$ cat config.mk
export PLATFORM = sky130hd
export DESIGN_NAME = decode_imm_ctrl
export DESIGN_NICKNAME = d
export VERILOG_FILES = /design/src/rtl/decode_imm_pkg.sv /design/src/rtl/decode_imm_ctrl_imm_gen.sv /design/src/rtl/decode_imm_ctrl.sv
export SDC_FILE = /design/constraint.sdc
export NUM_CORES = 1
export LEC_CHECK = 0
export ABC_AREA = 1
export CAP_MARGIN = 20
export CORE_MARGIN = 1
export CORE_UTILIZATION = 56
export DETAILED_ROUTE_END_ITERATION = 6
export GPL_ROUTABILITY_DRIVEN = 0
export PLACE_DENSITY = 0.85
export SLEW_MARGIN = 25
export SYNTH_ARGS = -nofsm -noshare
export SYNTH_HDL_FRONTEND = slang
export SYNTH_HIERARCHICAL = 1
export SYNTH_SLANG_ARGS = --single-unit
$ cat constraint.sdc
create_clock -name clk -period 29 [get_ports clk]
set_input_delay 5.8 -clock clk [delete_from_list [all_inputs] [get_ports clk]]
set_output_delay 5.8 -clock clk [all_outputs]
set_load 0.02 [all_outputs]
$ cat src/rtl/decode_imm_pkg.sv
// Shared opcode constants, FSM state encoding and the buffered entry layout
// for the decode-stage immediate sequencer.
package decode_imm_pkg;

  localparam logic [6:0] OP_JAL    = 7'b1101111;
  localparam logic [6:0] OP_BRANCH = 7'b1100011;
  localparam logic [6:0] OP_STORE  = 7'b0100011;
  localparam logic [6:0] OP_FSTORE = 7'b0100111;
  localparam logic [6:0] OP_LUI    = 7'b0110111;
  localparam logic [6:0] OP_AUIPC  = 7'b0010111;

  localparam logic [6:0] OP_LOAD   = 7'b0000011;
  localparam logic [6:0] OP_FLOAD  = 7'b0000111;
  localparam logic [6:0] OP_OPIMM  = 7'b0010011;
  localparam logic [6:0] OP_OP     = 7'b0110011;
  localparam logic [6:0] OP_JALR   = 7'b1100111;
  localparam logic [6:0] OP_SYSTEM = 7'b1110011;
  localparam logic [6:0] OP_FENCE  = 7'b0001111;
  localparam logic [6:0] OP_FP     = 7'b1010011;
  localparam logic [6:0] OP_FMA_LO = 7'b1000011;
  localparam logic [6:0] OP_FMA_HI = 7'b1001111;

  typedef enum logic [1:0] {
    EMPTY = 2'd0,
    ONE   = 2'd1,
    TWO   = 2'd2
  } state_t;

  // fmt is {j_type, b_type, s_type, lui, auipc}
  typedef struct packed {
    logic [31:0] inst;
    logic [31:0] pc;
    logic [31:0] imm;
    logic [4:0]  fmt;
    logic        illegal;
  } id_entry_t;

  // FMADD/FMSUB/FNMSUB/FNMADD: the four opcodes 10000_11 .. 10011_11
  function automatic logic is_fma(input logic [6:0] op);
    return (op[1:0] == 2'b11) && (op >= OP_FMA_LO) && (op <= OP_FMA_HI);
  endfunction

endpackage

$ cat src/rtl/decode_imm_ctrl_imm_gen.sv
// Immediate generator: builds the sign-extended immediate from the format
// selects; with no select asserted it produces the I-format immediate.
module imm_gen (
  input  logic [31:0] i_inst,
  input  logic        i_j,
  input  logic        i_b,
  input  logic        i_s,
  input  logic        i_lui,
  input  logic        i_auipc,
  output logic [31:0] o_imm
);

  always_comb begin
    o_imm = {{21{i_inst[31]}}, i_inst[30:20]};
    if (i_j) begin
      o_imm = {{12{i_inst[31]}}, i_inst[19:12], i_inst[20], i_inst[30:21], 1'b0};
    end else if (i_b) begin
      o_imm = {{20{i_inst[31]}}, i_inst[7], i_inst[30:25], i_inst[11:8], 1'b0};
    end else if (i_s) begin
      o_imm = {{21{i_inst[31]}}, i_inst[30:25], i_inst[11:7]};
    end else if (i_lui || i_auipc) begin
      o_imm = {i_inst[31:12], 12'b0};
    end
  end

endmodule

$ cat src/rtl/decode_imm_ctrl.sv
// Decode-stage sequencer: classifies the fetched opcode, captures the
// immediate at accept time and holds up to two entries for execute.
module decode_imm_ctrl
  import decode_imm_pkg::*;
#(
  parameter bit EN_FP_STORE    = 1'b1,
  parameter bit ILLEGAL_DETECT = 1'b1
) (
  input  logic        clk,
  input  logic        reset,
  input  logic        flush,
  input  logic        if_valid,
  input  logic [31:0] if_inst,
  input  logic [31:0] if_pc,
  output logic        id_ready,
  output logic        ex_valid,
  input  logic        ex_ready,
  output logic [31:0] ex_inst,
  output logic [31:0] ex_pc,
  output logic [31:0] ex_imm,
  output logic [4:0]  ex_fmt,
  output logic        ex_illegal,
  output logic [1:0]  dbg_state
);

  // Handshake: a transfer happens on a rising edge where valid and ready are
  // both 1; valid holds its payload until taken, ready never depends
  // combinationally on the opposite side's valid/ready.

  state_t      r_state;
  logic        r_id_ready;
  logic        r_ex_valid;
  id_entry_t   r_main;
  id_entry_t   r_skid;

  logic [6:0]  w_op;
  logic [4:0]  w_fmt;
  logic        w_legal_ir;
  logic        w_illegal;
  logic [31:0] w_imm;
  logic        w_in_xfer;
  logic        w_out_xfer;
  id_entry_t   w_new;

  assign w_op = if_inst[6:0];

  always_comb begin
    w_fmt = 5'b00000;
    case (w_op)
      OP_JAL:    w_fmt = 5'b10000;
      OP_BRANCH: w_fmt = 5'b01000;
      OP_STORE:  w_fmt = 5'b00100;
      OP_FSTORE: w_fmt = EN_FP_STORE ? 5'b00100 : 5'b00000;
      OP_LUI:    w_fmt = 5'b00010;
      OP_AUIPC:  w_fmt = 5'b00001;
      default:   w_fmt = 5'b00000;
    endcase
  end

  always_comb begin
    w_legal_ir = 1'b0;
    case (w_op)
      OP_LOAD, OP_FLOAD, OP_OPIMM, OP_OP, OP_JALR,
      OP_SYSTEM, OP_FENCE, OP_FP: w_legal_ir = 1'b1;
      default:                    w_legal_ir = is_fma(w_op);
    endcase
  end

  assign w_illegal = ILLEGAL_DETECT && (w_fmt == 5'b00000) && !w_legal_ir;

  imm_gen u_imm_gen (
    .i_inst  (if_inst),
    .i_j     (w_fmt[4]),
    .i_b     (w_fmt[3]),
    .i_s     (w_fmt[2]),
    .i_lui   (w_fmt[1]),
    .i_auipc (w_fmt[0]),
    .o_imm   (w_imm)
  );

  assign w_new = '{inst: if_inst, pc: if_pc, imm: w_imm, fmt: w_fmt, illegal: w_illegal};

  assign w_in_xfer  = if_valid && r_id_ready;
  assign w_out_xfer = r_ex_valid && ex_ready;

  // Entry payloads only load on accept; validity lives in r_state alone.
  always_ff @(posedge clk) begin
    if (reset || flush) begin
      r_state    <= EMPTY;
      r_id_ready <= 1'b1;
      r_ex_valid <= 1'b0;
    end else begin
      case (r_state)
        EMPTY: begin
          if (w_in_xfer) begin
            r_main     <= w_new;
            r_state    <= ONE;
            r_ex_valid <= 1'b1;
          end
        end
        ONE: begin
          if (w_in_xfer && w_out_xfer) begin
            r_main <= w_new;
          end else if (w_in_xfer) begin
            r_skid     <= w_new;
            r_state    <= TWO;
            r_id_ready <= 1'b0;
          end else if (w_out_xfer) begin
            r_state    <= EMPTY;
            r_ex_valid <= 1'b0;
          end
        end
        TWO: begin
          if (w_out_xfer) begin
            r_main     <= r_skid;
            r_state    <= ONE;
            r_id_ready <= 1'b1;
          end
        end
        default: begin
          r_state    <= EMPTY;
          r_id_ready <= 1'b1;
          r_ex_valid <= 1'b0;
        end
      endcase
    end
  end

  assign id_ready   = r_id_ready;
  assign ex_valid   = r_ex_valid;
  assign ex_inst    = r_ex_valid ? r_main.inst    : 32'h0;
  assign ex_pc      = r_ex_valid ? r_main.pc      : 32'h0;
  assign ex_imm     = r_ex_valid ? r_main.imm     : 32'h0;
  assign ex_fmt     = r_ex_valid ? r_main.fmt     : 5'h0;
  assign ex_illegal = r_ex_valid ? r_main.illegal : 1'b0;
  assign dbg_state  = r_state;

endmodule

### Word level (Yosys, flattened, before mapping)

Index checks and enable logic that the tools add are counted.

* magnitude comparators: 2
* eq/ne operators: 25
* multiplexer cells: 30
* bitwise operators: 4
* reductions and logical operators: 19

Operator list (count)
* 2-to-1 mux 102 bit: 3
* one-hot mux 102 bit (3 select lines): 1
* 2-to-1 mux 31 bit: 4
* 2-to-1 mux 32 bit: 3
* equality test 7 bit, second input constant: 5
* equality test 7 x 6 -> 1 bit, second input constant: 4
* one-hot mux 5 bit (5 select lines): 1
* equality test 7 x 5 -> 1 bit, second input constant: 2
* != test 2 bit, second input constant: 7
* AND reduction 4 bit: 3
* 2-to-1 mux 2 bit: 5
* AND reduction 5 bit: 2
* 2-to-1 mux 1 bit: 9
* OR reduction 8 bit: 1
* equality test 7 x 2 -> 1 bit, second input constant: 1
* equality test 7 x 3 -> 1 bit, second input constant: 1
* equality test 7 x 4 -> 1 bit, second input constant: 1
* >= comparator 7 bit, second input constant: 1
* <= comparator 7 bit, second input constant: 1
* logical AND 1 bit: 6
* one-hot mux 1 bit (3 select lines): 2
* one-hot mux 2 bit (3 select lines): 1
* logical NOT 5 bit: 1
* 2-to-1 mux 5 bit: 1
* other kinds (9): 14

* register bits after elaboration: 208
* input bits: 69
* word-level logic and storage cells: 93

### Depth between registers and ports, before layout

Gate-level depths: netlist of run 1.

* depth in word-level cells: 10
* mapped depth: 13

### Modules after synthesis

The synthesis of run 1 kept the hierarchy.

Modules (own cells, without submodules)
* decode_imm_ctrl: instances 1, cells an instance 813, area each 8607.0 um^2
* imm_gen: instances 1, cells an instance 90, area each 391.6 um^2

### Worst setup path after synthesis of run 1

OpenSTA, ideal clock, no wires.

* kind: input -> register
* from: input port flush
* to: register r_skid[0] in the netlist's numbering (enable)
* library setup time: 0.688 ns
* data arrival time: 13.028 ns
* required time: 28.312 ns
* path slack: 15.284 ns
* stages on the path: 3
* buffers on the path: 0
* cells stage by stage: nor2_1 > nand2_1 > nor3_1

* longest elaborated chain between the ends: 3

Ends and longest elaborated chain
* start: declaration: RTL line decode_imm_ctrl.sv:11 `input logic flush,`
* logical OR 1 bit: RTL line decode_imm_ctrl.sv:88 `if (reset || flush) begin`
* inverter 1 bit (no line)
* AND reduction 4 bit (no line)
* end signal: assignment: RTL line decode_imm_ctrl.sv:105 `r_skid <= w_new;`
* end: declaration: RTL line decode_imm_ctrl.sv:34 `id_entry_t r_skid;`

No other way between the ends.
A chain may end at the register's enable or synchronous reset.

### Final worst setup path of run 1

* from: register r_ex_valid (netlist: ex_valid)
* to: output port ex_imm[6]

* longest elaborated chain between the ends: 1

Ends and longest elaborated chain
* start: declaration: RTL line decode_imm_ctrl.sv:32 `logic r_ex_valid;`
* start signal: assignment: RTL line decode_imm_ctrl.sv:91 `r_ex_valid <= 1'b0;`
* start signal: assignment: RTL line decode_imm_ctrl.sv:98 `r_ex_valid <= 1'b1;`
* start signal: assignment: RTL line decode_imm_ctrl.sv:110 `r_ex_valid <= 1'b0;`
* 2-to-1 mux 32 bit: RTL line decode_imm_ctrl.sv:133 `assign ex_imm = r_ex_valid ? r_main.imm : 32'h0;`
* end: declaration: RTL line decode_imm_ctrl.sv:20 `output logic [31:0] ex_imm,`

No other way between the ends.

==> results of run 1 <==
-- layout by cell type (no fill, tap or decap) --
cell type and n:
a21oi_1 8, buf_4 6, buf_6 1, clkbuf_1 6, clkbuf_16 23, clkbuf_8 4, clkdlybuf4s50_1 174, clkinv_1 1
clkinv_2 4, dfxtp_1 3, dfxtp_4 1, edfxtp_1 204, inv_1 132, inv_2 2, inv_4 1, inv_6 1
nand2_1 465, nand3_1 11, nand3_4 1, nand4_1 4, nor2_1 9, nor2_2 1, nor2_4 2, nor3_1 3
nor3_2 1, nor3b_1 1, nor4_1 1, o211ai_1 1, o21ai_0 14
-- worst paths after layout --
path	endpoint	slack [ns]
min reg2reg	id_ready$_SDFFE_PP1P_	0.48
min	id_ready$_SDFFE_PP1P_	0.48
max	ex_imm[6]	20.81
max reg2reg	r_main[60]$_DFFE_PP_	26.30
-- per-layer routing --
layer | wire, um | track usage
met5 | 0 | 0
met4 | 315 | 0.0671
met3 | 1570 | 0.0403
met2 | 9670 | 0.403
met1 | 8280 | 0.321
-- worst max-delay path: cells and delay by family, from the launching register on --
kind / cells / cell delay (ns)
flops: 1 / 0.35
buf+inv: 3 / 1.29
simple gates: 1 / 0.22
-- power groups by stage --
stage                     registers, mW  clock network, mW  logic [mW]
after global placement            0.347                  0      0.0514
final                             0.341              0.262      0.0536
after floorplan                   0.349                  0      0.0263
after detailed placement          0.348                  0      0.0533
after CTS                         0.341              0.266      0.0537
after global routing              0.342              0.278      0.0583
-- logic make-up after synthesis --
group / after synthesis / share of synthesized area
compound gates: 23 / 0.0131
buf+inv: 173 / 0.0826
flops: 208 / 0.690
simple gates: 499 / 0.215
-- sequential cells by signal (all words and copies together) (netlist names) --
name,count
r_skid,102
dbg_state,2
ex_valid,1
id_ready,1
r_main,102
-- cell usage after synthesis --
master	instances
clkbuf_1	5
o211ai_1	1
nor2_1	10
a21oi_1	8
inv_4	1
nor4_1	1
nand3_4	1
nand4_1	4
o21ai_0	14
nor3_1	4
nor2_2	1
nand2_1	465
dfxtp_1	4
nor3b_1	1
inv_2	3
nor2_4	1
buf_6	1
buf_4	18
nand3_1	11
inv_1	132
buf_2	13
edfxtp_1	204
-- metrics by stage --
step | instance area (um2) | setup slack (ns) | instances
3_3_place_gp | 10800 | 20.58 | 1258
2_1_floorplan | 9000 | 15.28 | 903
4_1_cts | 11500 | 20.55 | 1296
3_5_place_dp | 10800 | 20.51 | 1258
5_1_grt | 11500 | 20.69 | 1296
6_report | 11500 | 20.81 | 1296
-- cell type report --
class / instances / share of cell area
clock inverter: 5 / 0.00239
sequential: 208 / 0.539
timing repair buffer: 181 / 0.156
multi-input combinational: 522 / 0.179
inverter: 136 / 0.0446
tap: 211 / 0.0229
clock buffer: 33 / 0.0567
==> results by group, run 1 <==
Power and ir drop
  • Internal power: around 0.52 mW
  • Max IR drop VDD: 0.0434 mV
  • Psw: ~0.14 mW
  • PD cells: between 50 and 60 nW/um2
  • Comb power frac: 0.082
  • Net Sw Frac: 0.214
  • Pleak: 5.22 nW
  • Tot Pwr: about 0.66 mW
  • Clk network pwr share: 0.399
  • Sequential power share: 0.519

Synth
  • Sequential share of the synthesized area: 0.690
  • Post-Syn Area: about 9000 um2
  • Synth area leaders: edfxtp_1, nand2_1, inv_1
  • Avg Cell Area, Syn: between 9 and 10 um2
  • Synth Net Count: between 900 and 1000
  • Yosys warns: 6
  • Register bit total from synthesis: 208
  • Yosys top cell area share: 0.681
  • Post-Syn Instances: around 900
  • Area leader, netlist: edfxtp_1
  • Unique cell type count in the Yosys netlist: 22

STA
  • Actual slew at the worst max-slew pin: between 0.9 and 1 ns
  • Final setup fails: 0
  • Clock Skew: between 0.015 and 0.02 ns
  • Relative slew margins: 0.354
  • Setup TNS: 0 ns
  • Final hold viol count: 0
  • Max Clock Freq: approximately 0.12 GHz
  • Hold Slack: between 0.4 and 0.5 ns
  • Ratio of final minimum period to clock period: 0.282
  • Minimum clock period: about 8.2 ns
  • Final slew viol count: 0
  • RSZ-0062 raised after global routing: no

GRT
  • Number of global-route vias before repair: 6028
  • Total GRT Usage: 0.239
  • Grt ovf: 0
  • First-pass GRT wire length: a little over 30000 um
  • Antenna violations before repair: 0
  • Largest net degree at the start of global routing: approximately 100

Detailed routing
  • WL final: 19800 um
  • Routed len/inst: 15.3 um
  • Drt pass-1 iters: 5
  • Antenna-violating nets left: 0
  • Initial DRC count: between 600 and 700
  • DRC: 0
  • Vias/cell: 5.03
  • Vias: between 6000 and 7000

Floorplan
  • Starting Density: 0.583
  • Core area: ~15000 um2
  • Rows: 45
  • Die height: 129 um
  • Total die area: approximately 17000 um2
  • IO Pins: between 150 and 200
  • Die Wd: 129 um

Worst setup path
  • Max stage delay on crit path: about 0.60 ns
  • Startpoint Class: register
  • CP endpoint kind: output pin
  • Worst-case reg-to-reg path depth: 6
  • RR Startpoint: dbg_state[0]$_SDFFE_PP0P_
  • Critical path's slowest cell: clkdlybuf4s50_1
  • CP Max Fanout: 103
  • Crit path kind: register to output pin
  • Ordered cell list for the critical path: buf_6, nand2_1, inv_1, clkdlybuf4s50_1
  • Critical Path Source: ex_valid$_SDFFE_PP0P_
  • Worst Path Arrival: approximately 2.4 ns
  • Worst EP required: between 20 and 25 ns

Clocking
  • # resized after CTS: 0
  • Skew-Pair Late Insertion Delay: between 0.4 and 0.5 ns
  • CTS tree: done
  • Clk sink count: between 200 and 250
  • CTS max path bufs: 3
  • Hold buffer count at cts: 0
  • H-tree levels: 1
  • Clock Root Buffer: clkbuf_16
  • Clock transition at path regs: 0.06 ns
  • Cts bufs inserted: 22
  • Post-CTS Setup Bufs: 0

Layout
  • Final nets: around 1100
  • Area Overhead vs Synth: 28.1%
  • N_diodes: 0
  • Final core utilization: 0.747
  • Reg area: between 6000 and 7000 um2
  • Footprint of the multi-input gates: between 2000 and 2500 um2
  • Share of cells above drive strength 1: 0.0442
  • Fill count: 1042

Status
  • Status: finished, final reports clean

Hold path
  • Hold WC Path Type: register to register
  • Hold Crit Depth: 2
  • Min-Delay Startpoint: id_ready$_SDFFE_PP1P_

Place
  • Number of port buffers: 174
  • Post-DP HPWL: 12600 um

Job
  • MaxCap Viol Count: 0
(Power assumes the default switching activity.)
==> run 2, diff against run 1 <==
--- a/config.mk
+++ b/config.mk
@@ -8,10 +8,10 @@
 export ABC_AREA = 1
 export CAP_MARGIN = 20
 export CORE_MARGIN = 1
-export CORE_UTILIZATION = 56
+export CORE_UTILIZATION = 47
 export DETAILED_ROUTE_END_ITERATION = 6
 export GPL_ROUTABILITY_DRIVEN = 0
-export PLACE_DENSITY = 0.85
+export PLACE_DENSITY = 0.76
 export SLEW_MARGIN = 25
 export SYNTH_ARGS = -nofsm -noshare
 export SYNTH_HDL_FRONTEND = slang
==> constraint.sdc (replaced) <==
create_clock -name clk -period 6.9 [get_ports clk]
set_input_delay 1.38 -clock clk [delete_from_list [all_inputs] [get_ports clk]]
set_output_delay 1.38 -clock clk [all_outputs]
set_load 0.02 [all_outputs]
==> run 2 against run 1 <==
  * Sequential power rose to 4.2 times the previous value
  * Non-clock buffer count did not move
  * Global-route usage fell by 3.7 points
  * Count of clock-buffer cells in the layout fell by 9
  * Total power rose to 4.3 times the previous value
  * Wire length fell by 1.4%
==> results by group, run 2 (synthesized netlist as in run 1, its figures left out) <==
Clocking
  • CTS tree: done
  • # resized after CTS: 0
  • H-tree levels: 1
  • Clk sink count: between 200 and 250
  • Skew-Pair Late Insertion Delay: roughly 0.5 ns
  • Post-CTS Setup Bufs: 0
  • Cts bufs inserted: 21
  • Hold buffer count at cts: 0
  • Clock transition at path regs: around 0.06 ns
  • CTS max path bufs: 3
  • Clock Root Buffer: clkbuf_16

STA
  • Final hold viol count: 0
  • Max Clock Freq: between 0.2 and 0.3 GHz
  • Final setup fails: 0
  • Minimum clock period: between 3 and 4 ns
  • Final slew viol count: 0
  • Ratio of final minimum period to clock period: 0.528
  • Clock Skew: approximately 0.0060 ns
  • Relative slew margins: 0.437
  • RSZ-0062 raised after global routing: no
  • Setup TNS: 0 ns
  • Actual slew at the worst max-slew pin: 0.836 ns
  • Hold Slack: ~0.51 ns

Layout
  • Final nets: 1139
  • Commonest non-fill, non-tap cells in the layout: nand2_1, edfxtp_1, clkdlybuf4s50_1
  • Finished Cell Area: 11600 um2
  • Share of cells above drive strength 1: 0.0434
  • Area Overhead vs Synth: 28.9%
  • Reg area: between 6000 and 7000 um2
  • N_diodes: 0
  • Commonest non-fill, non-tap cell in the layout: nand2_1
  • Final core utilization: 0.620
  • Fill count: ~1500
  • Footprint of the multi-input gates: approximately 2100 um2

Detailed routing
  • Vias: between 6000 and 7000
  • Drt pass-1 iters: 5
  • Vias/cell: 4.83
  • Initial DRC count: about 370
  • WL final: between 15000 and 20000 um
  • DRC: 0
  • Routed len/inst: roughly 15 um
  • Antenna-violating nets left: 0

Worst setup path
  • Ordered cell list for the critical path: buf_16, nand2_1, inv_1, clkdlybuf4s50_1
  • Worst-case reg-to-reg path depth: 5
  • CP Max Fanout: 70
  • Bufs and invs on worst path: 3
  • Startpoint Class: register
  • Worst Path Arrival: 2.26 ns
  • Critical path's slowest cell: clkdlybuf4s50_1
  • Worst path depth: 4
  • Worst EP required: 5.52 ns
  • Family with the most delay on the worst path: buffers and inverters
  • Max stage delay on crit path: between 0.6 and 0.7 ns
  • CP endpoint kind: output pin
  • Crit path kind: register to output pin

Power and ir drop
  • PD cells: 243 nW/um2
  • Pleak: 5.24 nW
  • Max IR drop VDD: about 0.16 mV
  • Tot Pwr: ~2.8 mW

GRT
  • Global routing's busiest layer: met2
  • Total GRT Usage: 0.201
  • Global routing met1 resource utilization: 0.262
  • Met2 GRT Util: 0.349
  • Number of global-route vias before repair: just over 6000
  • Grt ovf: 0
  • Antenna violations before repair: 0
  • First-pass GRT wire length: 31300 um
  • Largest net degree at the start of global routing: roughly 110
  • GR Util met3: 0.0315

Floorplan
  • Die Wd: 140 um
  • Rows: 50
  • Die height: between 100 and 150 um
  • Total die area: a little under 20000 um2
  • IO Pins: around 180
  • Core area: roughly 19000 um2
  • Starting Density: 0.481

Job
  • MaxCap Viol Count: 0

Place
  • Post-DP HPWL: 12400 um
  • DP Area: approximately 11000 um2
  • Number of port buffers: ~170

Hold path
  • Hold WC Path Type: register to register
  • Hold Crit Depth: 2

Status
  • Status: finished, final reports clean
-- run 2: cell count changes in the layout (fill, tap and decap cells not counted), moves of 2 or more --
cell,before,now
bufinv_16,0,4
clkbuf_8,4,0
clkbuf_1,6,3
clkbuf_16,23,21
clkinv_1,1,4
-- run 2: final cells by class --
cell class / instances / area share
inverters: 136 / 0.0443
multi-input cells: 522 / 0.178
repair buffers: 181 / 0.157
clock inverters: 13 / 0.0140
flip-flops and latches: 208 / 0.535
well taps: 234 / 0.0252
clock buffers: 24 / 0.0463
-- run 2: path summary, 6_finish.rpt --
path / startpoint / to / slack, ns
max reg2reg: ex_valid$_SDFFE_PP0P_ / r_main[96]$_DFFE_PP_ / 4.20
min reg2reg: id_ready$_SDFFE_PP1P_ / id_ready$_SDFFE_PP1P_ / 0.51
max: ex_valid$_SDFFE_PP0P_ / ex_imm[30] / 3.26
min: id_ready$_SDFFE_PP1P_ / id_ready$_SDFFE_PP1P_ / 0.51
-- run 2: worst min-delay path, delay by kind of cell (launching register included) --
kind	cells	cell delay (ns)
and+or+nand+nor	2	0.13
DFF	1	0.33
-- run 2: per-layer routing --
metal | wire [um] | share of wire | up-vias
met1 | 8560 | 0.44 | 2976
met3 | 998 | 0.051 | 40
met2 | 9530 | 0.49 | 192
met4 | 463 | 0.024 | 0
li1 | - | - | 3159
met5 | 0 | 0 | -
-- run 2: metrics by stage --
stage | instances | setup WS (ns)
after CTS | 1317 | 2.97
after detailed placement | 1280 | 2.84
final | 1318 | 3.26
after global routing | 1318 | 3.12
after global placement | 1280 | 2.94
after floorplan | 903 | 0.349
-- run 2: report_power, final --
part           internal, mW  switching (mW)
combinational        0.0934           0.129
sequential             1.43          0.0113
clock                 0.706           0.457
total                  2.23           0.597
